## src/rtl/spi_loopback_bist.sv

```systemverilog
// SPI loopback built-in self-test: drives an internal SPI master with generated
// patterns, compares each received word against the transmitted one and counts errors.
module spi_loopback_bist #(
  parameter int unsigned       DATA_W       = 8,
  parameter int unsigned       NUM_PATTERNS = 16,
  parameter int unsigned       CLK_DIV      = 2,
  parameter bit                CPOL         = 1'b0,
  parameter bit                CPHA         = 1'b0,
  parameter logic [DATA_W-1:0] LFSR_POLY    = 8'hB8,
  parameter int unsigned       ERR_W        = 8
) (
  input  logic              clk,
  input  logic              reset,
  input  logic              start,
  input  logic [1:0]        pat_mode,
  input  logic [DATA_W-1:0] seed,
  output logic              spi_cs_n,
  output logic              spi_sclk,
  output logic              spi_mosi,
  input  logic              spi_miso,
  output logic              busy,
  output logic              done,
  output logic              pass,
  output logic [ERR_W-1:0]  err_count,
  output logic [15:0]       pat_idx,
  output logic [DATA_W-1:0] tx_data,
  output logic [DATA_W-1:0] rx_data,
  output logic [2:0]        code
);

  typedef enum logic [2:0] {
    S_IDLE     = 3'd0,
    S_LOAD     = 3'd1,
    S_CS_SETUP = 3'd2,
    S_SHIFT    = 3'd3,
    S_CS_HOLD  = 3'd4,
    S_CHECK    = 3'd5,
    S_DONE     = 3'd6
  } state_t;

  function automatic logic [DATA_W-1:0] checker_word();
    logic [DATA_W-1:0] w;
    w = '0;
    for (int unsigned i = 0; i < DATA_W; i += 2) w[i] = 1'b1;
    return w;
  endfunction

  localparam logic [DATA_W-1:0] CHECKER_EVEN = checker_word();
  localparam logic [15:0]       DIV_LAST     = 16'(CLK_DIV - 1);
  localparam logic [6:0]        EDGE_LAST    = 7'(2 * DATA_W - 1);
  localparam logic [15:0]       IDX_LAST     = 16'(NUM_PATTERNS - 1);
  localparam logic [ERR_W-1:0]  ERR_MAX      = '1;

  // Patterns are produced incrementally: gen holds pattern(pat_idx) and is
  // advanced once per CHECK, so no per-frame modulo or multiply is needed.
  function automatic logic [DATA_W-1:0] pat_first(input logic [1:0] mode,
                                                  input logic [DATA_W-1:0] s);
    case (mode)
      2'd0:    return s;
      2'd1:    return (s == '0) ? '1 : s;
      2'd2:    return {{(DATA_W-1){1'b0}}, 1'b1};
      default: return CHECKER_EVEN;
    endcase
  endfunction

  function automatic logic [DATA_W-1:0] pat_next(input logic [1:0] mode,
                                                 input logic [DATA_W-1:0] x);
    case (mode)
      2'd0:    return x + {{(DATA_W-1){1'b0}}, 1'b1};
      2'd1:    return (x >> 1) ^ (x[0] ? LFSR_POLY : '0);
      2'd2:    return {x[DATA_W-2:0], x[DATA_W-1]};
      default: return ~x;
    endcase
  endfunction

  state_t            state;
  logic [1:0]        mode_q;
  logic [DATA_W-1:0] gen;
  logic [DATA_W-1:0] tx_sh;
  logic [DATA_W-1:0] rx_sh;
  logic [15:0]       div_cnt;
  logic [6:0]        edge_cnt;
  logic [ERR_W-1:0]  err_next;

  assign code = state;

  always_comb begin
    err_next = err_count;
    if (rx_data != tx_data && err_count != ERR_MAX)
      err_next = err_count + ERR_W'(1);
  end

  always_ff @(posedge clk or posedge reset) begin
    if (reset) begin
      state     <= S_IDLE;
      mode_q    <= '0;
      gen       <= '0;
      tx_sh     <= '0;
      rx_sh     <= '0;
      div_cnt   <= '0;
      edge_cnt  <= '0;
      spi_cs_n  <= 1'b1;
      spi_sclk  <= CPOL;
      spi_mosi  <= 1'b0;
      busy      <= 1'b0;
      done      <= 1'b0;
      pass      <= 1'b0;
      err_count <= '0;
      pat_idx   <= '0;
      tx_data   <= '0;
      rx_data   <= '0;
    end else begin
      case (state)
        S_IDLE, S_DONE: begin
          if (start) begin
            mode_q    <= pat_mode;
            gen       <= pat_first(pat_mode, seed);
            err_count <= '0;
            pat_idx   <= '0;
            done      <= 1'b0;
            pass      <= 1'b0;
            busy      <= 1'b1;
            state     <= S_LOAD;
          end
        end
        S_LOAD: begin
          tx_data  <= gen;
          tx_sh    <= gen;
          rx_sh    <= '0;
          spi_cs_n <= 1'b0;
          spi_mosi <= CPHA ? 1'b0 : gen[DATA_W-1];
          div_cnt  <= '0;
          state    <= S_CS_SETUP;
        end
        S_CS_SETUP: begin
          if (div_cnt == DIV_LAST) begin
            div_cnt  <= '0;
            edge_cnt <= '0;
            state    <= S_SHIFT;
          end else begin
            div_cnt <= div_cnt + 16'd1;
          end
        end
        S_SHIFT: begin
          if (div_cnt == DIV_LAST) begin
            div_cnt  <= '0;
            spi_sclk <= ~spi_sclk;
            edge_cnt <= edge_cnt + 7'd1;
            // Even edges are leading; the sampling edge is the leading one only when CPHA=0.
            if (~edge_cnt[0] ^ CPHA) begin
              rx_sh <= {rx_sh[DATA_W-2:0], spi_miso};
            end else begin
              spi_mosi <= CPHA ? tx_sh[DATA_W-1] : tx_sh[DATA_W-2];
              tx_sh    <= tx_sh << 1;
            end
            if (edge_cnt == EDGE_LAST) begin
              spi_cs_n <= 1'b1;
              state    <= S_CS_HOLD;
            end
          end else begin
            div_cnt <= div_cnt + 16'd1;
          end
        end
        S_CS_HOLD: begin
          rx_data  <= rx_sh;
          spi_mosi <= 1'b0;
          if (div_cnt == DIV_LAST) begin
            div_cnt <= '0;
            state   <= S_CHECK;
          end else begin
            div_cnt <= div_cnt + 16'd1;
          end
        end
        S_CHECK: begin
          err_count <= err_next;
          if (pat_idx == IDX_LAST) begin
            done  <= 1'b1;
            busy  <= 1'b0;
            pass  <= (err_next == '0);
            state <= S_DONE;
          end else begin
            pat_idx <= pat_idx + 16'd1;
            gen     <= pat_next(mode_q, gen);
            state   <= S_LOAD;
          end
        end
        default: state <= S_IDLE;
      endcase
    end
  end

endmodule

```

## config.mk

```make
export PLATFORM = sky130hd
export DESIGN_NAME = spi_loopback_bist
export DESIGN_NICKNAME = d
export VERILOG_FILES = /design/src/rtl/spi_loopback_bist.sv
export SDC_FILE = /design/constraint.sdc
export NUM_CORES = 1
export LEC_CHECK = 0
export BUFFER_PORTS_ARGS = -buffer_cell sky130_fd_sc_hd__buf_2
export CAP_MARGIN = 20
export CORE_UTILIZATION = 59
export CTS_BUF_LIST = sky130_fd_sc_hd__clkbuf_16
export DETAILED_ROUTE_END_ITERATION = 8
export HOLD_SLACK_MARGIN = 0.02
export PLACE_DENSITY = 0.81
export SYNTH_ARGS = -nofsm -noshare
export SYNTH_HDL_FRONTEND = slang
export SYNTH_SLANG_ARGS = --single-unit
```

## constraint.sdc

```tcl
create_clock -name clk -period 4.75 [get_ports clk]
set_clock_uncertainty 0.15 [all_clocks]
set_input_delay 0.95 -clock clk [delete_from_list [all_inputs] [get_ports clk]]
set_output_delay 0.95 -clock clk [all_outputs]
set_load 0.005 [all_outputs]
```

==> metrics.md <==
| Metric | Value |
|---|---|
| Worst setup EP type | `register` |
| Layout cells sized above 1 | `0.172` |
| Most frequent cell after synthesis | `dfrtp_1` |
| Ys flop type | `dfrtp_1` |
| Worst-path fanout max | `16` |
| Clock buffer depth | `2` |
| Type of the worst setup path | `reg2reg` |
| Fraction of registers with async set/reset | `1.00` |
| Fin cells | `between 700 and 800` |
| Final Wtd Congestion | `~0.89` |
| Placed insts | `approximately 730` |
| Cell Chain, Critical Path | `or4_1 > or4_1 > a21oi_4 > nor4b_1 > xnor2_1 > nor2_1` |
| Post-route ant nets | `0` |
| CP top delay family | `simple AND/OR/NAND/NOR gates` |
| Die ar. | `roughly 9400 µm²` |
| First-pass GRT wire length | `about 21,000 µm` |
| Final Cycle Share | `0.612` |
| Area of the multi-input gates | `approximately 2700 µm²` |
| Met2 GRT Util | `0.448` |
| Post-Syn Area | `~5300 µm²` |
| WP data required | `between 4 and 5 ns` |
| CTS tree | `yes` |
| Run status | `finished, final reports clean` |
| Iteration-0 DRC Markers | `between 200 and 300` |
| Row count | `34` |
| Synth area leader | `dfrtp_1` |
| GRT Overall Usage | `0.269` |
| Critical path buffers and inverters | `0` |
| Hold slack | `about 0.33 ns` |
| Initial antenna violation count | `0` |
| Port bufs | `between 60 and 70` |
| Max Freq | `0.344 GHz` |
| Max Cap Violations | `0` |
| Setup_tns | `0 ns` |
| Grt peak-use layer | `met2` |
| Ports | `63` |
| Antenna diodes | `0` |
| Htree depth | `3` |
| Area growth from synthesis to layout | `12.1%` |
| Net Count, Synth | `around 600` |
| Post-Syn Instances | `roughly 600` |
| Drc violations | `0` |
| Synthesis-stage register bit count | `97` |
| Synth top cells by count | `96 x dfrtp_1, 95 x nand2_1, 60 x o21ai_0, 56 x nor2_1, 28 x clkbuf_1` |
| Syn_area_per_cell | `8.94 µm²` |
| Pre-antenna DRT Iters | `5` |
| CP most frequent cell | `or4_1` |
| Final hold viol count | `0` |
| Slew Viols, Final | `0` |
| Seq/Total Area, Yosys | `0.458` |
| Via count | `roughly 4,600` |
| Setup slack after layout | `~1.8 ns` |
| Worst-skew pair later-pin latency | `between 0.3 and 0.4 ns` |
| FILL cells | `~700` |
| Number of global-route vias before repair | `around 4,400` |
| Fin crit period | `between 2 and 3 ns` |
| Post-DP HPWL | `~8200 µm` |
| Worst path max stage delay | `approximately 0.74 ns` |
| Critical-path top delay cell | `or4_1` |
| Startpoint Class | `register` |
| Global route overflow | `0` |
| Met3 Resource Use GR | `0.0340` |
| CP arrival | `2.99 ns` |
| Top-area cell type share of the netlist area | `0.453` |
| Power density cells | `between 500 and 600 nW/µm²` |
| Core Area | `8720 µm²` |
| Largest net degree at the start of global routing | `between 40 and 50` |
| Slew @ Worst Pin | `roughly 1.0 ns` |
| Largest cells by area after synthesis | `dfrtp_1 45%, nand2_1 6.7%, o21ai_0 5.7%, xnor2_1 4.3%, nor2_1 4.0%` |
| Min-Delay Path Class | `reg2reg` |
| Drt wl/cell | `about 16 µm` |
| # nets final | `656` |
| Cell variety after synth | `61` |
| CTS resizes | `0` |
| Hold buffer count at cts | `0` |
| Met1 Track Usage GR | `0.361` |
| Max rail drop VDD | `about 0.42 mV` |
| Die W | `a little under 100 µm` |
| Clock Sinks | `97` |
| FF/Latch Area | `2430 µm²` |
| Cts bufs inserted | `9` |
| Post-Place Worst Slack | `1.77 ns` |
| Vert. Die Dim | `between 90 and 100 µm` |
| Clock slew at reported path FFs | `~0.070 ns` |
| Max_slew headroom | `0.316` |
| Setup bufs post-CTS | `0` |
| Unrepaired setup endpoints after global routing | `false` |
| Static Leak | `2.70 nW` |
| Tot Pwr | `0.00312 W` |
| Routed Wire Length | `11,900 µm` |
| Post-synth EDFFs | `0` |
| Final setup vio count | `0` |
| Initial core utilization | `0.608` |
| Vias per cell | `6.08` |
| Synth warn | `0` |
| CTS root buf | `clkbuf_16` |
==> tightest hold or removal path, delay by kind of cell (launching register included) <==
family             cells  cell delay (ns)
and+or+nand+nor        1             0.05
AOI/OAI and AO/OA      1             0.06
DFF                    1             0.34
==> sequential cells by signal (all words and copies together), names as in the netlist <==
register / count
div_cnt: 16
pat_idx: 16
err_count: 8
gen: 8
rx_data: 8
rx_sh: 8
tx_data: 8
edge_cnt: 7
tx_sh: 7
code: 3
mode_q: 2
busy: 1
done: 1
pass: 1
spi_cs_n: 1
spi_mosi: 1
spi_sclk: 1
==> final cells by class <==
class                   count  share of cell area
clock buffers               9              0.0379
clock inverters             7              0.0129
inverters                  13             0.00843
multi-input cells         448               0.450
flip-flops and latches     97               0.409
well taps                 108              0.0228
repair buffers             67              0.0586
==> cells in the final DEF (no fill, tap or decap), types with 12 or more instances in the layout <==
cell type	n
nand2_1	95
xnor2_1	26
a21oi_1	15
nor3_1	12
dfrtp_1	96
inv_1	12
nand3_1	25
buf_2	62
nor2_1	56
o21ai_0	59
==> report_power, final <==
group          switching, W  total, W  leakage (nW)  internal (W)
clock              0.000347  0.000717         0.146      0.000371
combinational      0.000589   0.00105          1.29      0.000465
sequential         0.000323   0.00135          1.26       0.00102
total               0.00126   0.00312          2.70       0.00186
==> cell families after synthesis <==
kind of cell | after synthesis | synth area share
AOI/OAI and AO/OA | 134 | 0.158
DFF | 97 | 0.458
and+or+nand+nor | 255 | 0.235
buffers and inverters | 48 | 0.0380
adders and majority gates | 6 | 0.0142
muxes | 18 | 0.0385
xor gates and xnor gates | 35 | 0.0579
==> metrics by stage <==
step / utilization / area (µm²)
after floorplan: - / 5300
after global placement: 0.646 / 5640
after detailed placement: 0.646 / 5640
after CTS: 0.681 / 5940
after global routing: 0.681 / 5940
final: 0.681 / 5940
==> final timing paths <==
| check | startpoint | endpoint | slack [ns] | cells past startpoint |
|---|---|---|---|---|
| setup / recovery | pat_idx[4]$_DFFE_PP0P_ | pat_idx[15]$_DFFE_PP0P_ | 1.84 | 6 |
| hold / removal | tx_sh[6]$_DFFE_PP0P_ | tx_sh[6]$_DFFE_PP0P_ | 0.33 | 2 |
| setup reg to reg | pat_idx[4]$_DFFE_PP0P_ | pat_idx[15]$_DFFE_PP0P_ | 1.84 | 6 |
| hold reg to reg | tx_sh[6]$_DFFE_PP0P_ | tx_sh[6]$_DFFE_PP0P_ | 0.33 | 2 |
| max in group asynchronous | reset | tx_data[6]$_DFFE_PP0P_ | 3.08 | 3 |
| min in group asynchronous | reset | div_cnt[0]$_DFFE_PP0P_ | 0.45 | 2 |
==> metal layers <==
metal  wire, µm  share of wire  vias up
li1           -              -     2188
met1       5260           0.44     2225
met2       5890           0.50      120
met3        508          0.043       24
met4        233          0.020        0
met5          0              0        -
Note: power is estimated with default switching activity, not from simulation.
